[src/rtl/sec_min_timebase.sv]
// Seconds/minutes timebase for the digital clock: 1 Hz prescaler, BCD mod-60 fields,
// hour_en pulse and time-set FSM. Optional blink output when SEC_MIN_TIMEBASE_BLINK_EN is defined.
module sec_min_timebase #(
  parameter int TICK_DIV = 50000000
) (
  input  logic       clk,
  input  logic       rstn,
  input  logic       run,
  input  logic       mode_btn,
  input  logic       inc_btn,
  output logic [3:0] secH,
  output logic [3:0] secL,
  output logic [3:0] minH,
  output logic [3:0] minL,
  output logic       hour_en,
  output logic       sec_tick,
  output logic [1:0] set_state
`ifdef SEC_MIN_TIMEBASE_BLINK_EN
  ,
  output logic       blink
`endif
);

  localparam int PW = (TICK_DIV > 2) ? $clog2(TICK_DIV) : 1;
  localparam logic [PW-1:0] PRESC_MAX = PW'(TICK_DIV - 1);
  localparam logic [PW-1:0] PRESC_ONE = PW'(1);
  localparam logic [PW-1:0] PRESC_ZERO = PW'(0);

  typedef enum logic [1:0] {
    ST_RUN      = 2'b00,
    ST_SET_HOUR = 2'b01,
    ST_SET_MIN  = 2'b10
  } state_e;

  state_e     state_q, state_d;
  logic [PW-1:0] presc_q, presc_d;
  logic [3:0] sech_q, sech_d, secl_q, secl_d;
  logic [3:0] minh_q, minh_d, minl_q, minl_d;
  logic       hour_en_q, hour_en_d;
  logic       sec_tick_q, sec_tick_d;
  logic       sec_carry_s, min_carry_s;

  // Mod-60 BCD increment returning {carry, tens, units}; an illegal field reloads 00 without carry.
  function automatic logic [8:0] bcd60_inc(input logic [3:0] tens, input logic [3:0] units);
    logic [8:0] res;
    if ((units > 4'd9) || (tens > 4'd5)) begin
      res = {1'b0, 4'd0, 4'd0};
    end else if (units == 4'd9) begin
      if (tens == 4'd5) begin
        res = {1'b1, 4'd0, 4'd0};
      end else begin
        res = {1'b0, tens + 4'd1, 4'd0};
      end
    end else begin
      res = {1'b0, tens, units + 4'd1};
    end
    return res;
  endfunction

  // Next-state logic for FSM, prescaler, time fields and pulses.
  always_comb begin
    state_d     = state_q;
    presc_d     = presc_q;
    sech_d      = sech_q;
    secl_d      = secl_q;
    minh_d      = minh_q;
    minl_d      = minl_q;
    hour_en_d   = 1'b0;
    sec_tick_d  = 1'b0;
    sec_carry_s = 1'b0;
    min_carry_s = 1'b0;
    case (state_q)
      ST_RUN: begin
        // mode_btn takes priority so a tick due this cycle is dropped on entering SET_HOUR
        if (mode_btn) begin
          state_d = ST_SET_HOUR;
        end else if (run) begin
          if (presc_q == PRESC_MAX) begin
            presc_d    = PRESC_ZERO;
            sec_tick_d = 1'b1;
            {sec_carry_s, sech_d, secl_d} = bcd60_inc(sech_q, secl_q);
            if (sec_carry_s) begin
              {min_carry_s, minh_d, minl_d} = bcd60_inc(minh_q, minl_q);
              hour_en_d = min_carry_s;
            end else begin
              hour_en_d = 1'b0;
            end
          end else begin
            presc_d = presc_q + PRESC_ONE;
          end
        end else begin
          presc_d = presc_q;
        end
      end
      ST_SET_HOUR: begin
        if (mode_btn) begin
          state_d = ST_SET_MIN;
        end else if (inc_btn) begin
          hour_en_d = 1'b1;
        end else begin
          hour_en_d = 1'b0;
        end
      end
      ST_SET_MIN: begin
        if (mode_btn) begin
          state_d = ST_RUN;
          sech_d  = 4'd0;
          secl_d  = 4'd0;
          presc_d = PRESC_ZERO;
        end else if (inc_btn) begin
          {min_carry_s, minh_d, minl_d} = bcd60_inc(minh_q, minl_q);
        end else begin
          min_carry_s = 1'b0;
        end
      end
      default: begin
        state_d = ST_RUN;
      end
    endcase
  end

  // State and datapath registers with synchronous active-low reset.
  always_ff @(posedge clk) begin
    if (!rstn) begin
      state_q    <= ST_RUN;
      presc_q    <= PRESC_ZERO;
      sech_q     <= 4'd0;
      secl_q     <= 4'd0;
      minh_q     <= 4'd0;
      minl_q     <= 4'd0;
      hour_en_q  <= 1'b0;
      sec_tick_q <= 1'b0;
    end else begin
      state_q    <= state_d;
      presc_q    <= presc_d;
      sech_q     <= sech_d;
      secl_q     <= secl_d;
      minh_q     <= minh_d;
      minl_q     <= minl_d;
      hour_en_q  <= hour_en_d;
      sec_tick_q <= sec_tick_d;
    end
  end

  assign secH      = sech_q;
  assign secL      = secl_q;
  assign minH      = minh_q;
  assign minL      = minl_q;
  assign hour_en   = hour_en_q;
  assign sec_tick  = sec_tick_q;
  assign set_state = state_q;

`ifdef SEC_MIN_TIMEBASE_BLINK_EN
  localparam logic [PW-1:0] HALF_MAX = PW'((TICK_DIV / 2) - 1);
  logic          blink_q, blink_d;
  logic [PW-1:0] bcnt_q, bcnt_d;

  // Blink restarts high on every entry into a set state and toggles each half tick period.
  always_comb begin
    blink_d = 1'b0;
    bcnt_d  = PRESC_ZERO;
    if (state_d == ST_RUN) begin
      blink_d = 1'b0;
      bcnt_d  = PRESC_ZERO;
    end else if (state_d != state_q) begin
      blink_d = 1'b1;
      bcnt_d  = PRESC_ZERO;
    end else if (bcnt_q == HALF_MAX) begin
      blink_d = ~blink_q;
      bcnt_d  = PRESC_ZERO;
    end else begin
      blink_d = blink_q;
      bcnt_d  = bcnt_q + PRESC_ONE;
    end
  end

  // Blink registers.
  always_ff @(posedge clk) begin
    if (!rstn) begin
      blink_q <= 1'b0;
      bcnt_q  <= PRESC_ZERO;
    end else begin
      blink_q <= blink_d;
      bcnt_q  <= bcnt_d;
    end
  end

  assign blink = blink_q;
`endif

endmodule

[config.mk]
export PLATFORM = sky130hd
export DESIGN_NAME = sec_min_timebase
export DESIGN_NICKNAME = d
export VERILOG_FILES = /design/src/rtl/sec_min_timebase.sv
export SDC_FILE = /design/constraint.sdc
export NUM_CORES = 1
export LEC_CHECK = 0
export BUFFER_PORTS_ARGS = -buffer_cell sky130_fd_sc_hd__buf_4
export CAP_MARGIN = 20
export CORE_UTILIZATION = 59
export DETAILED_ROUTE_END_ITERATION = 10
export GPL_ROUTABILITY_DRIVEN = 1
export PLACE_DENSITY = 0.84
export SLEW_MARGIN = 10
export SYNTH_ARGS = -nofsm -noshare
export SYNTH_HDL_FRONTEND = slang
export SYNTH_SLANG_ARGS = --single-unit
export TNS_END_PERCENT = 20
[constraint.sdc]
create_clock -name clk -period 3.2 [get_ports clk]
set_input_delay 0.16 -clock clk [delete_from_list [all_inputs] [get_ports clk]]
set_output_delay 0.16 -clock clk [all_outputs]
set_load 0.05 [all_outputs]
==> impl_metrics.ini <==
[pwr]
p_leak_uw = 0.0009437
power_density_mw_per_mm2 = 380.2
power_uw = 1076
ir_drop_v = 0.0002554

[cts]
htreeDepth = 2
root_buffer = clkbuf_8
cts_max_path_buffers = 2
cts_resized = 0
path_clk_slew_ns = 0.08
cts_made_buffers = 5
cts_sinks = 46
cts_tree = built
cts_setup_buffers = 0
ctsHoldBuffers = 0
clk_latency_ns = 0.31

[global_routing]
grt_usage = 0.2840
grt_overflow = 0
antenna_found_initial = 0
grt_pass1_vias = 2179
grt_max_degree = 23
grt_first_pass_wirelength_um = 9818

[worst_setup_path]
reg2reg_to = minH[1]$_SDFFE_PN0P_
worstPathArrival_ns = 2.74
cp_data_required_time_ns = 3.38
rr_startpoint = secL[3]$_SDFFE_PN0P_
cp-end-kind = flip-flop
ff2ff_path_depth = 5
rrSetupSlack_ns = 0.64
cp_max_fo = 6
start_kind = flip-flop
worstSetupPathType = reg2reg

[worst_hold_path]
hold_depth = 3
holdCritStartpoint = mode_btn
hold_end = set_state[0]$_SDFFE_PN0P_
min_path_type = in2reg

[route]
drtPass1Iterations = 4
vias = 2429
drt_iter0_drc = 161
drt.antenna.violating_nets = 0
drt_drc_violations_left = 0
wl_per_cell_um = 15.91
vias_per_cell = 6.426
wl_um = 6013

[cells_and_area]
stdcell_count = 378
syn_to_final_growth_pct = 10.78
nets = 333
antenna_cells = 0
final_common_cell = dfxtp_1
final_cell_mix = dfxtp_1 (46), buf_4 (28), nand2_1 (26), nor2_1 (26), nand3_1 (24)
drive_above_1_share = 0.1555
stdcell_area_mm2 = 0.002829

[logic_synthesis]
async_reset_ff_frac = 0
synth.distinct_cells = 60
yosysWarnings = 0
synth_seq_cells = 46
syn_inst = 308
syn_area_mm2 = 0.002554
synthFlopType = dfxtp_1
syn_nets = 314
avgSynthCellArea_um2 = 8.291
synth_edf_count = 0
yosysSeqAreaShare = 0.3606

[placed_design]
place_congestion = 0.8854
dpl.cell_count = 370
hpwl_um = 4254
port_buffers = 24
place_area_mm2 = 0.002738

[sta]
rsz0062_at_grt = false
setup_viol = 0
final.setup_skew_ns = 0.005947
tightestPinTransition_ns = 0.9429
setup_tns_ns = 0
final.min_clock_period_ns = 2.558
fmax_mhz = 391.0
slew_violations = 0
max_slew_margin = 0.3628
hold_violations = 0
finalCritPeriodShare = 0.7993

[floorplan]
die_area_mm2 = 0.004595
placeableCoreArea_mm2 = 0.004086
rows = 23
die_h_um = 67.79
boundaryPins = 25
die_w_um = 67.79
start_util = 0.6249

[status]
status = finished, final reports clean

[flow_run]
drv_cap = 0
## worst max-delay path by stage
| stage | start | to | slack (ns) | cells past startpoint |
|---|---|---|---|---|
| CTS | secL[3]$_SDFFE_PN0P_ | minH[1]$_SDFFE_PN0P_ | 0.70 | 5 |
| global route | secL[3]$_SDFFE_PN0P_ | minH[1]$_SDFFE_PN0P_ | 0.41 | 5 |
| global placement | presc_q[6]$_SDFFE_PN0P_ | secH[3]$_SDFFE_PN0P_ | 0.82 | 5 |
| detailed placement | secL[3]$_SDFFE_PN0P_ | minH[2]$_SDFFE_PN0P_ | 0.71 | 5 |
| floorplan | secL[3]$_SDFFE_PN0P_ | minH[2]$_SDFFE_PN0P_ | 0.79 | 5 |
| finish | secL[3]$_SDFFE_PN0P_ | minH[1]$_SDFFE_PN0P_ | 0.64 | 5 |
## critical path: stages, from the launching register on
cell      delay (ns)
dfxtp_1         0.41
nor4bb_1        0.84
a32oi_1         0.38
a31o_2          0.33
o311ai_0        0.33
o21ai_0         0.14
## final cells by class
type | count | area [um^2]
clock buffers | 7 | 86.33
clock inverters | 1 | 5.005
fillers | 359 | 1257
inverters | 10 | 37.54
multi-input cells | 236 | 1506
flip-flops and latches | 46 | 920.9
well taps | 50 | 62.56
repair buffers | 28 | 210.2
## Yosys cell counts (6+ instances only)
| cell type | instances | share of area |
|---|---|---|
| dfxtp_1 | 46 | 0.36 |
| nand2_1 | 26 | 0.038 |
| nor2_1 | 26 | 0.038 |
| nand3_1 | 24 | 0.047 |
| a21oi_1 | 19 | 0.037 |
| o21ai_0 | 15 | 0.029 |
| inv_1 | 10 | 0.015 |
| nand4_1 | 10 | 0.024 |
| or3_1 | 10 | 0.024 |
| clkbuf_1 | 8 | 0.012 |
| xor2_1 | 7 | 0.024 |
| nor2b_1 | 6 | 0.015 |
| xnor2_1 | 6 | 0.021 |
## cells by family (layout without fill, tap and decap cells)
family,Yosys count,in the layout,synth area share
xor gates and xnor gates,13,13,0.04459
AOI/OAI and AO/OA,75,75,0.2053
and+or+nand+nor,147,147,0.3351
adders and majority gates,1,1,0.004899
buffers and inverters,26,46,0.04949
DFF,46,46,0.3606
## registers in the layout (all words and copies together) (netlist names)
name,flops
presc_q,26
minL,4
secH,4
sec_tick,1
minH,4
set_state,2
secL,4
hour_en,1
## stage by stage
| stage | setup slack, ns | hold slack, ns | util |
|---|---|---|---|
| floorplan | 0.7879 | 0.4319 | - |
| global placement | 0.8165 | 0.4570 | 0.6699 |
| detailed placement | 0.7147 | 0.4715 | 0.6699 |
| CTS | 0.6971 | 0.1486 | 0.6923 |
| global route | 0.4123 | 0.1889 | 0.6923 |
| finish | 0.6424 | 0.1524 | 0.6923 |
## report_power, final
group	total [uW]	switching [uW]	leakage, uW	internal [uW]
sequential	595	15.0	0.000371	580
combinational	110	76.4	0.000524	33.9
clock	371	196	0.0000482	174
total	1080	288	0.000944	788
## layer usage
| metal | track usage | routed length (um) | part of all wire |
|---|---|---|---|
| met3 | 0.04561 | 238 | 0.040 |
| met1 | 0.3634 | 2856 | 0.47 |
| met2 | 0.4678 | 2835 | 0.47 |
| met5 | 0 | 0 | 0 |
| met4 | 0.1224 | 82 | 0.014 |
No activity file was read; power rests on OpenSTA's default activity.
